===== src/rtl/ysyx_22040127_mem_arbiter.sv =====
// Shares one line-refill memory port between icache and dcache, one transaction at a time.
// The dcache has priority; a streak counter hands a grant to a waiting icache every D_STREAK dcache grants.
module ysyx_22040127_mem_arbiter #(
  parameter int LINE_W   = 128,
  parameter int D_STREAK = 4
) (
  input  logic              clk,
  input  logic              rst,
  input  logic              ic_req_valid,
  input  logic [63:0]       ic_req_addr,
  output logic              ic_res_valid,
  output logic [LINE_W-1:0] ic_rdata,
  input  logic              dc_req_valid,
  input  logic              dc_req_write,
  input  logic [63:0]       dc_req_addr,
  input  logic [LINE_W-1:0] dc_req_wdata,
  output logic              dc_res_valid,
  output logic [LINE_W-1:0] dc_rdata,
  output logic              mem_req_valid,
  input  logic              mem_req_ready,
  output logic              mem_req_write,
  output logic [63:0]       mem_req_addr,
  output logic [LINE_W-1:0] mem_wdata,
  input  logic              mem_res_valid,
  input  logic [LINE_W-1:0] mem_rdata,
  output logic              busy
);
  localparam int SW = $clog2(D_STREAK + 1);
  localparam logic [63:0] LINE_MASK = 64'hffffffff_fffffff0;

  typedef enum logic [1:0] {IDLE, ISSUE, WAIT, DONE} state_e;

  state_e            state_q;
  logic              owner_q;  // 1 = dcache owns the transaction
  logic [SW-1:0]     streak_q, streak_d;
  logic              grant_dc_d;
  logic              mem_req_valid_q, mem_req_write_q;
  logic [63:0]       mem_req_addr_q;
  logic [LINE_W-1:0] mem_wdata_q, ic_rdata_q, dc_rdata_q;
  logic              ic_res_valid_q, dc_res_valid_q;

  // dcache wins a tie unless it has already starved a waiting icache D_STREAK times
  always_comb begin
    grant_dc_d = dc_req_valid && !(ic_req_valid && streak_q == SW'(D_STREAK));
    streak_d   = '0;
    if (grant_dc_d && ic_req_valid)
      streak_d = (streak_q == SW'(D_STREAK)) ? streak_q : streak_q + SW'(1);
  end

  always_ff @(posedge clk or negedge rst) begin
    if (!rst) begin
      state_q         <= IDLE;
      owner_q         <= 1'b0;
      streak_q        <= '0;
      mem_req_valid_q <= 1'b0;
      mem_req_write_q <= 1'b0;
      mem_req_addr_q  <= '0;
      mem_wdata_q     <= '0;
      ic_rdata_q      <= '0;
      dc_rdata_q      <= '0;
      ic_res_valid_q  <= 1'b0;
      dc_res_valid_q  <= 1'b0;
    end else begin
      case (state_q)
        IDLE: if (ic_req_valid || dc_req_valid) begin
          owner_q         <= grant_dc_d;
          streak_q        <= streak_d;
          mem_req_valid_q <= 1'b1;
          mem_req_addr_q  <= (grant_dc_d ? dc_req_addr : ic_req_addr) & LINE_MASK;
          mem_req_write_q <= grant_dc_d && dc_req_write;
          mem_wdata_q     <= (grant_dc_d && dc_req_write) ? dc_req_wdata : '0;
          state_q         <= ISSUE;
        end
        ISSUE: if (mem_req_ready) begin
          mem_req_valid_q <= 1'b0;
          state_q         <= WAIT;
        end
        WAIT: if (mem_res_valid) begin
          if (!owner_q) begin
            ic_rdata_q     <= mem_rdata;
            ic_res_valid_q <= 1'b1;
          end else begin
            // a writeback ack carries no data, so the last refill line stays visible
            if (!mem_req_write_q) dc_rdata_q <= mem_rdata;
            dc_res_valid_q <= 1'b1;
          end
          state_q <= DONE;
        end
        DONE: begin
          ic_res_valid_q <= 1'b0;
          dc_res_valid_q <= 1'b0;
          state_q        <= IDLE;
        end
        default: state_q <= IDLE;
      endcase
    end
  end

  assign mem_req_valid = mem_req_valid_q;
  assign mem_req_write = mem_req_write_q;
  assign mem_req_addr  = mem_req_addr_q;
  assign mem_wdata     = mem_wdata_q;
  assign ic_res_valid  = ic_res_valid_q;
  assign dc_res_valid  = dc_res_valid_q;
  assign ic_rdata      = ic_rdata_q;
  assign dc_rdata      = dc_rdata_q;
  assign busy          = (state_q != IDLE);
endmodule


===== config.mk =====
export PLATFORM = sky130hd
export DESIGN_NAME = ysyx_22040127_mem_arbiter
export DESIGN_NICKNAME = d
export VERILOG_FILES = /design/src/rtl/ysyx_22040127_mem_arbiter.sv
export SDC_FILE = /design/constraint.sdc
export NUM_CORES = 1
export LEC_CHECK = 0
export CAP_MARGIN = 15
export CELL_PAD_IN_SITES_DETAIL_PLACEMENT = 2
export CELL_PAD_IN_SITES_GLOBAL_PLACEMENT = 2
export CORE_AREA = 2 2 333 335
export CTS_BUF_LIST = sky130_fd_sc_hd__clkbuf_4
export DETAILED_ROUTE_END_ITERATION = 16
export DIE_AREA = 0 0 335 337
export GPL_ROUTABILITY_DRIVEN = 0
export PLACE_DENSITY = 0.56
export SYNTH_ARGS = -nofsm -noshare
export SYNTH_HDL_FRONTEND = slang
export SYNTH_SLANG_ARGS = --single-unit
export TNS_END_PERCENT = 5

===== constraint.sdc =====
create_clock -name clk -period 2.5 [get_ports clk]
set_clock_uncertainty 0.05 [all_clocks]
set_input_delay 0.25 -clock clk [delete_from_list [all_inputs] [get_ports clk]]
set_output_delay 0.25 -clock clk [all_outputs]
set_load 0.02 [all_outputs]

---- Word level (Yosys, flattened, before mapping) ----
Cells that the tools add are included.
operators by class
  add/subtract/negate cells ............... 1
  eq/ne operators ......................... 10
  muxes and demuxes ....................... 17
  bitwise logic cells ..................... 2
  reduce and logical (&&, ||, !) cells .... 18
operators with widths
  cell                                            number
  2-to-1 mux 128 bit                              1
  2-to-1 mux 64 bit                               1
  AND reduction 3 bit                             6
  inequality test 2 bit (second input constant)   6
  one-hot mux 2 bit (4 select lines)              1
  2-to-1 mux 1 bit                                6
  2-to-1 mux 2 bit                                3
  2-to-1 mux 3 bit                                2
  one-hot mux 1 bit (2 select lines)              3
  nonzero test 2 bit                              3
  == test 2 bit (second input constant)           2
  logical AND 1 bit                               4
  AND reduction 4 bit                             1
  adder 3 x 1 -> 3 bit (second input constant)    1
  == test 3 bit (second input constant)           1
  == test 2 x 1 -> 1 bit (second input constant)  1
  logical NOT 2 bit                               1
  NOT 1 bit                                       2
  AND reduction 2 bit                             1
  logical NOT 1 bit                               1
  logical OR 1 bit                                1
word-level totals
  register bits ........................... 454
  bits of input ports ..................... 391
  output and inout port bits .............. 453

---- Longest topological paths before layout ----
  depth after elaboration ................. 7
  gate-level depth with buffers ........... 8
  depth with buffers taken out ............ 5

---- Least setup slack after synthesis ----
No wires, ideal clock.
  path type ............................... register -> register
  from .................................... register state_q[0]
  to ...................................... register dc_rdata_q[100], in the netlist dc_rdata[100]
  setup time .............................. 0.128 ns
  data arrival time ....................... 1.611 ns
  setup slack ............................. 0.712 ns
  cell stages (with the launch flop) ...... 7
  path through ............................ dfrtp_1 inv_1 ha_1 nand4b_1 clkbuf_1 buf_2 mux2_1
on the way
  cells in the longest elaborated chain, start to end .. 2
RTL lines
  what                           RTL line  RTL
  start: declaration             33        state_e state_q;
  start signal: assignment       52        state_q <= IDLE;
  start signal: assignment       72        state_q <= ISSUE;
  start signal: assignment       76        state_q <= WAIT;
  == test 2 bit                  64        case (state_q)
  AND reduction 4 bit (no line)  -
  end signal: assignment         84        if (!mem_req_write_q) dc_rdata_q <= mem_rdata;
  end: declaration               39        logic [LINE_W-1:0] mem_wdata_q, ic_rdata_q, dc_rdata_q;
No other way between the ends.
A chain may end at the register's enable or synchronous reset.

---- Worst setup path after layout ----
  from .................................... register streak_q[0]
  to ...................................... register mem_req_addr_q[39], in the netlist mem_req_addr[39]
on the way
  cells in the longest elaborated chain, start to end .. 5
RTL lines
  what                      RTL line  RTL
  start: declaration        35        logic [SW-1:0] streak_q, streak_d;
  start signal: assignment  67        streak_q <= streak_d;
  == test 3 bit             44        grant_dc_d = dc_req_valid && !(ic_req_valid && streak_q == SW'(D_STREAK));
  logical AND 1 bit         44
  logical NOT 1 bit         44
  logical AND 1 bit         44
  2-to-1 mux 64 bit         69        mem_req_addr_q <= (grant_dc_d ? dc_req_addr : ic_req_addr) & LINE_MASK;
  end signal: assignment    69
  end: declaration          38        logic [63:0] mem_req_addr_q;
No other way between the ends.

==> metrics.md <==
| Metric | Value |
|---|---|
| Run status | `complete, no violations` |
| Max transition margin | `47.0%` |
| Final Slew Violations | `0` |
| Setup TNS | `0 ns` |
| Commonest non-fill, non-tap cell in the layout | `clkdlybuf4s50_1` |
| Least-Margin Pin Slew | `0.795 ns` |
| Worst reg2reg path depth | `7` |
| Post-DRT Antenna Nets | `0` |
| Initial antenna violation count | `17` |
| TritonCTS clock tree | `yes` |
| Register bit total from synthesis | `454` |
| Largest fanout on the critical path | `38` |
| Post-layout nets | `2947` |
| Peak VDD IR | `0.451 mV` |
| WP data arrival | `3.20 ns` |
| Crit path time final | `2.35 ns` |
| Number of max-cap violations | `0` |
| Via/cell ratio | `3.97` |
| Core Util, Final | `30.6%` |
| Hold Fails Final Rpt | `0` |
| CTS H-Tree Depth | `4` |
| Drt pass-1 iters | `4` |
| Post-Syn Instances | `1228` |
| Iteration-0 DRC Markers | `473` |
| IO buf count | `831` |
| Seq/Total Area, Yosys | `64.6%` |
| Synth Area per Inst | `14.3 sq um` |
| CP top delay family | `buffers and inverters` |
| First-pass GRT wire length | `128000 um` |
| Commonest non-fill, non-tap cells in the layout | `clkdlybuf4s50_1 (774), dfrtp_1 (453), dlygate4sd3_1 (388)` |
| Synth-to-Final Area Change | `90.7%` |
| Bufs on Longest Clock Path | `3` |
| Worst Hold Class | `in -> reg` |
| WHS Path Cells | `2` |
| CP Launch Type | `register` |
| Critical path depth in cells | `7` |
| Crit Path Class | `reg -> reg` |
| Peak Freq | `426 MHz` |
| Fraction of layout cells with a size suffix above 1 | `10.6%` |
| Crit path cell chain | `inv_1 -> ha_1 -> nand3_2 -> buf_4 -> nand4_1 -> o211ai_1 -> dlygate4sd3_1` |
| Netlist Area Pre-Place | `0.0176 sq mm` |
| Wirelength, routed | `87800 um` |
| Worst Setup End Kind | `register` |
| Row count | `122` |
| Die width | `335 um` |
| Total core area | `0.110 sq mm` |
| Worst slack, placed | `0.283 ns` |
| Die Y | `337 um` |
| Final Worst Setup Slack | `0.151 ns` |
| Power density cells | `1230 mW/mm^2` |
| Total CTS buffers | `140` |
| Final hold slack | `0.190 ns` |
| Largest net degree at the start of global routing | `61` |
| Syn. warnings | `0` |
| Starting Density | `16.0%` |
| Die ar. | `0.113 sq mm` |
| Total grt overflow | `0` |
| Dpl hpwl | `62000 um` |
| Final setup viols | `0` |
| CP peak stage delay | `0.58 ns` |
| Clock latency reported for the late side of the worst-skew pair | `0.96 ns` |
| IO Count | `844` |
| Clk slew on worst S/H paths | `0.06 ns` |
| Crit share post-route | `94.0%` |
| Final Power | `41.3 mW` |
| Via count | `16200` |
| Clk sink count | `454` |
| # DRC | `0` |
| Leak | `14.2 nW` |
| Netlist cell types | `34` |
| Critical Path RT | `3.35 ns` |
| Root Driver | `clkbuf_4` |
| CP bufs+invs | `3` |
| Vias in the first global route | `19200` |
| Critical Path Slowest Stage Cell | `dlygate4sd3_1` |
| GRT Total Usage | `15.2%` |
| Routed WL per cell | `21.5 um` |
[cell families (layout without fill, tap and decap cells)]
group | count (synthesis) | count (layout) | share of synthesized area (%)
other | 1 | 20 | 0.0213
and+or+nand+nor | 194 | 194 | 5.21
DFF | 454 | 454 | 64.6
adders and majority gates | 7 | 7 | 0.498
muxes | 257 | 257 | 16.5
AOI/OAI and AO/OA | 206 | 206 | 9.65
buffers and inverters | 109 | 1518 | 3.50
[cell type report]
cell class	instances	area, sq um
clock buffers	189	1420
well taps	1426	1780
flip-flops and latches	454	11400
clock inverters	44	349
repair buffers	1277	12900
inverters	8	30.0
diodes	16	40.0
fillers	11700	76100
multi-input cells	668	5640
[worst reg2reg max path, delay by kind of cell, from the launching register on]
| kind | cells | cell delay, ns |
|---|---|---|
| adder cells (fa/ha/maj) | 1 | 0.23 |
| AND/OR/NAND/NOR | 2 | 0.34 |
| buffers and inverters | 3 | 1.10 |
| AO/OA/AOI/OAI | 1 | 0.19 |
| flip-flops | 1 | 0.38 |
[report_power, final]
part           leakage (nW)  switching, mW  total, mW  internal [mW]
combinational          7.50           10.5       20.6           10.1
sequential             5.65           2.14       13.0           10.9
clock                  1.03           3.64       7.67           4.03
total                  14.2           16.3       41.3           25.0
[metal layers]
metal,global-route usage [%],vias to the layer above,share of wire (%)
li1,-,7192,-
met1,15.8,8172,36
met2,27.1,666,52
met3,6.23,178,8.4
met4,6.39,4,3.2
met5,0,-,0.026
[through the flow]
stage | instance area (sq um) | cells
after global routing | 33500 | 4079
after CTS | 33400 | 4063
after detailed placement | 27800 | 3441
after global placement | 27800 | 3441
final | 33500 | 4082
after floorplan | 17600 | 1231
[path summary, 6_finish.rpt]
check | start | endpoint | slack (ns)
min in group asynchronous | rst | dc_rdata[30] | 0.56
setup reg to reg | streak_q[0] | mem_req_addr[39] | 0.15
max in group asynchronous | rst | mem_wdata[66] | 1.34
hold reg to reg | dc_rdata[43] | dc_rdata[43] | 0.44
setup / recovery | streak_q[0] | mem_req_addr[39] | 0.15
hold / removal | ic_req_valid | streak_q[2] | 0.19
[sequential cells by signal (all words and copies together) (netlist names)]
name,count
ic_res_valid,1
dc_rdata,128
streak_q,3
owner_q,1
state_q,2
dc_res_valid,1
mem_req_addr,60
ic_rdata,128
mem_wdata,128
mem_req_valid,1
mem_req_write,1
[synthesized netlist by cell type]
| library cell | number | share of area, % |
|---|---|---|
| a21o_1 | 1 | 0.043 |
| a21oi_1 | 1 | 0.028 |
| a222oi_1 | 1 | 0.057 |
| a22o_1 | 130 | 6.5 |
| a31oi_1 | 1 | 0.036 |
| a32o_1 | 1 | 0.057 |
| and2_1 | 1 | 0.036 |
| and4_4 | 1 | 0.064 |
| buf_1 | 1 | 0.021 |
| buf_2 | 35 | 1.0 |
| buf_4 | 5 | 0.21 |
| buf_6 | 19 | 1.2 |
| clkbuf_1 | 41 | 0.88 |
| clkinv_1 | 1 | 0.021 |
| conb_1 | 1 | 0.021 |
| dfrtp_1 | 454 | 65 |
| ha_1 | 7 | 0.50 |
| inv_1 | 7 | 0.15 |
| mux2_1 | 257 | 16 |
| nand2_1 | 123 | 2.6 |
| nand2b_1 | 1 | 0.036 |
| nand3_1 | 1 | 0.028 |
| nand3_2 | 1 | 0.057 |
| nand3b_1 | 2 | 0.085 |
| nand4_1 | 61 | 2.2 |
| nand4b_1 | 1 | 0.050 |
| nor2_1 | 1 | 0.021 |
| nor2b_1 | 1 | 0.036 |
| o211ai_1 | 61 | 2.6 |
| o21a_1 | 1 | 0.043 |
| o21ai_0 | 4 | 0.11 |
| o21ai_1 | 3 | 0.085 |
| o2bb2ai_1 | 1 | 0.050 |
| o32a_1 | 1 | 0.057 |
[repair_timing]
item / CTS / global route
pin swaps: 1 / 0
cloned: 0 / 0
hold buffers: 389 / 0
buffers inserted: 0 / 3
endpoints found under the hold margin: 908 / 0
endpoints found under the setup margin: 53 / 4
resized for setup: 58 / 3
(Power assumes the default switching activity.)
